File: src/rtl/pipe_dff_reg_if.sv
// Data bus of a pipeline stage latch: the upstream stage drives d, the
// downstream stage reads q.
interface pipe_dff_reg_if #(
  parameter int WIDTH = 64
);
  logic [WIDTH-1:0] d;
  logic [WIDTH-1:0] q;

  modport master (output d, input  q);
  modport slave  (input  d, output q);
endinterface

File: src/rtl/pipe_dff_reg.sv
// Width-parameterised pipeline latch: captures d on every rising clk edge.
// A synchronous active-high reset clears it. Each bit is an independent flop.
module pipe_dff_bit (
  input  logic clk,
  input  logic reset,
  input  logic d_i,
  output logic q_o
);
  logic q_q, q_d;

  always_comb q_d = reset ? 1'b0 : d_i;

  always_ff @(posedge clk) q_q <= q_d;

  assign q_o = q_q;
endmodule

module pipe_dff_reg #(
  parameter int WIDTH = 64
) (
  input  logic              clk,
  input  logic              reset,
  pipe_dff_reg_if.slave     bus
);
  logic [WIDTH-1:0] q_w;

  // One flop per bit, so bit i of q depends only on bit i of d.
  for (genvar i = 0; i < WIDTH; i++) begin : g_bit
    pipe_dff_bit u_bit (
      .clk   (clk),
      .reset (reset),
      .d_i   (bus.d[i]),
      .q_o   (q_w[i])
    );
  end

  assign bus.q = q_w;
endmodule

File: src/flat_wrapper.sv
// flat-port wrapper written by rule: the top's interface ports become plain ports
module pipe_dff_reg_flat 
#(
  parameter int WIDTH = 64
)
  (clk, reset, bus_d, bus_q);
  pipe_dff_reg_if #(.WIDTH(WIDTH)) bus_i ();
  input  logic clk;
  input  logic reset;
  input wire logic [$bits(bus_i.d)-1:0] bus_d;
  output wire logic [$bits(bus_i.q)-1:0] bus_q;
  assign bus_i.d = bus_d;
  assign bus_q = bus_i.q;
  pipe_dff_reg #(.WIDTH(WIDTH)) u_core (.clk(clk), .reset(reset), .bus(bus_i));
endmodule
File: config.mk
export PLATFORM = sky130hd
export DESIGN_NAME = pipe_dff_reg_flat
export DESIGN_NICKNAME = d
export VERILOG_FILES = /design/src/rtl/pipe_dff_reg_if.sv /design/src/rtl/pipe_dff_reg.sv /design/src/flat_wrapper.sv
export SDC_FILE = /design/constraint.sdc
export NUM_CORES = 1
export LEC_CHECK = 0
export ABC_AREA = 1
export CORE_ASPECT_RATIO = 0.9
export CORE_MARGIN = 2
export CORE_UTILIZATION = 38
export CTS_CLUSTER_DIAMETER = 50
export CTS_CLUSTER_SIZE = 28
export DETAILED_ROUTE_END_ITERATION = 12
export PLACE_DENSITY = 0.79
export SLEW_MARGIN = 20
export SYNTH_ARGS = -nofsm -noshare
export SYNTH_HDL_FRONTEND = slang
export SYNTH_SLANG_ARGS = --single-unit
File: constraint.sdc
create_clock -name clk -period 0.8 [get_ports clk]
set_input_delay 0.08 -clock clk [delete_from_list [all_inputs] [get_ports clk]]
set_output_delay 0.08 -clock clk [all_outputs]
set_load 0.05 [all_outputs]
==> flow_summary_export.csv <==
group,metric,value,unit
pwr,power_density,1938,nW/µm²
clocking,cts_made_buffers,9,
yosys,avgSynthCellArea,8.825,µm²
grt,grt_pass1_wl,7.431,mm
clocking,ctsResizeCount,64,
yosys,synthTopCellsByArea,"dfxtp_1 55%, buf_4 21%, inv_1 10%, nor2_1 10%, buf_6 3.4%",
placement,place_congestion,0.6792,
clocking,cts_tree,"done",
grt,grt_max_degree,34,
yosys,synth_edf_count,0,
placement,place_inst,393,
setup_path,cp_num_buf_inv,1,
finish,multi_input_area,240.2,µm²
timing,rsz0062_at_grt,"yes",
floorplanning,io_pins,130,
routing,postRouteWirelength,4.610,mm
clocking,path_clk_slew,0.07,ns
finish,nNetsFinal,400,
outcome,violations,"negative setup slack",
clocking,clk_path_buf_depth,2,
setup_path,cp.arrival,0.82,ns
setup_path,endpoint_kind,"primary output",
grt,grtUsageTotal,14.95,%
finish,final_util,70.40,%
setup_path,worstPathRequired,0.72,ns
finish,syn_to_final_growth,75.63,%
floorplanning,die_h,78.14,µm
placement,dp_hpwl,3.683,mm
timing,slew_headroom,90.31,%
yosys,yosysTopAreaCellShare,55.20,%
finish,regArea,1361,µm²
setup_path,critPathTopFamily,"flip-flops",
yosys,synth_common_cells,"64 x buf_4, 64 x dfxtp_1, 64 x inv_1, 64 x nor2_1, 7 x buf_6",
timing,tightestPinTransition,0.1453,ns
timing,min_period_over_period,112.5,%
setup_path,critPathMaxFanout,1,
yosys,seq_area_frac_synth,55.20,%
finish,antenna_cells,0,
clocking,clock_sinks,64,
routing,vias,1570,
pwr,p_leak,1.945,nW
yosys,syn_nets,329,
placement,port-buffer-count,129,
yosys,async_flop_share,0,%
clocking,hold_buffers,0,
yosys,ys_warn_count,0,
timing,worst_slack,-0.1001,ns
timing,maxSlewViolCount,0,
grt,grt_pass1_vias,1547,
yosys,synth_area,2321,µm²
timing,max_freq,1.111,GHz
finish,largest_reg_flops,64,
routing,wl_per_cell,11.27,µm
grt,gr-total-overflow,0,
floorplanning,initial_utilization,40.08,%
pwr,max-vdd-ir-drop,1.426,mV
yosys,ys_types,5,
finish,final_cells,409,
finish,drive_above_1_share,42.48,%
outcome,status,"finished with violations",
floorplanning,rows,26,
routing,drc,0,
routing,drt_first_pass_iters,4,
min_path,hold_class,"in2reg",
routing,via_per_inst,3.839,
setup_path,cp_slowest_cell,"dfxtp_2",
yosys,synth_top_area_cell,"dfxtp_1",
yosys,synthFlopType,"dfxtp_1",
clocking,post-cts-setup-buffers,0,
timing,setup_viol,64,
timing,setup_tns,-5.088,ns
floorplanning,die_x,86.38,µm
timing,min_period,0.9001,ns
setup_path,critPathLaunchType,"register",
grt,antenna_found_initial,0,
setup_path,cpPeakStageDelay,0.35,ns
finish,n_fill_cell,396,
setup_path,path_cells,"buf_12",
timing,hold_violations,0,
setup_path,crit_type,"reg2out",
yosys,syn_inst,263,
yosys,ys_ff_latch,64,
run,maxCapViolCount,0,
routing,initialDrtViolationCount,27,
floorplanning,core,5791,µm²
floorplanning,dieArea,6750,µm²
routing,drtAntennaViolNets,0,
clocking,cts-root-buf,"clkbuf_8",
clocking,h-tree-depth,3,
## power breakdown
group	switching, mW	leakage, nW	internal [mW]
clock	1.11	0.0941	1.43
combinational	0.844	1.30	0.982
sequential	0.139	0.550	3.40
total	2.09	1.95	5.81
## layout make-up
cell class              count  area share (%)
flip-flops and latches     64           33.39
clock inverters             4           1.105
repair buffers            131           48.25
multi-input cells          64           5.893
well taps                  70           2.149
clock buffers              12           3.315
inverters                  64           5.893
## path summary, 6_finish.rpt
check	start	end	slack [ns]	cells after the start
worst max-delay path	u_core.g_bit[40].u_bit.q_o	bus_q[40]	-0.10	1
worst min-delay path	reset	u_core.g_bit[4].u_bit.q_o	0.17	3
## layer usage
metal  vias up  routed length [µm]  global-route usage (%)
met2        90                2395                   26.08
met5         -                   0                       0
met1       669                1601                   13.78
met3        12                 522                   8.517
li1        799                   -                       -
met4         0                  90                   7.500
## stage by stage
step	cell area [µm²]	power (mW)	hold slack, ns	worst slack, ns
3_3_place_gp	3816	5.376	0.5205	0.05404
6_report	4076	7.901	0.1750	-0.1001
2_1_floorplan	2321	4.511	0.1870	0.2547
3_5_place_dp	3816	5.411	0.5231	0.05450
5_1_grt	4076	8.271	0.1652	-0.1443
4_1_cts	4076	8.036	0.1549	-0.1245
## placed cells by master (no fill, tap or decap)
master / n
bufinv_16: 1
inv_1: 64
clkdlybuf4s50_1: 64
clkinv_2: 3
buf_2: 1
nor2_1: 64
buf_12: 66
clkbuf_8: 9
dfxtp_2: 64
clkbuf_1: 3
## cells by family (layout without fill, tap and decap cells)
logic type             count (synthesis)  after routing  share of synthesized area, %
AND/OR/NAND/NOR                       64             64                         10.35
flip-flops                            64             64                         55.20
buffers and inverters                135            211                         34.45
Note: power is estimated with default switching activity, not from simulation.
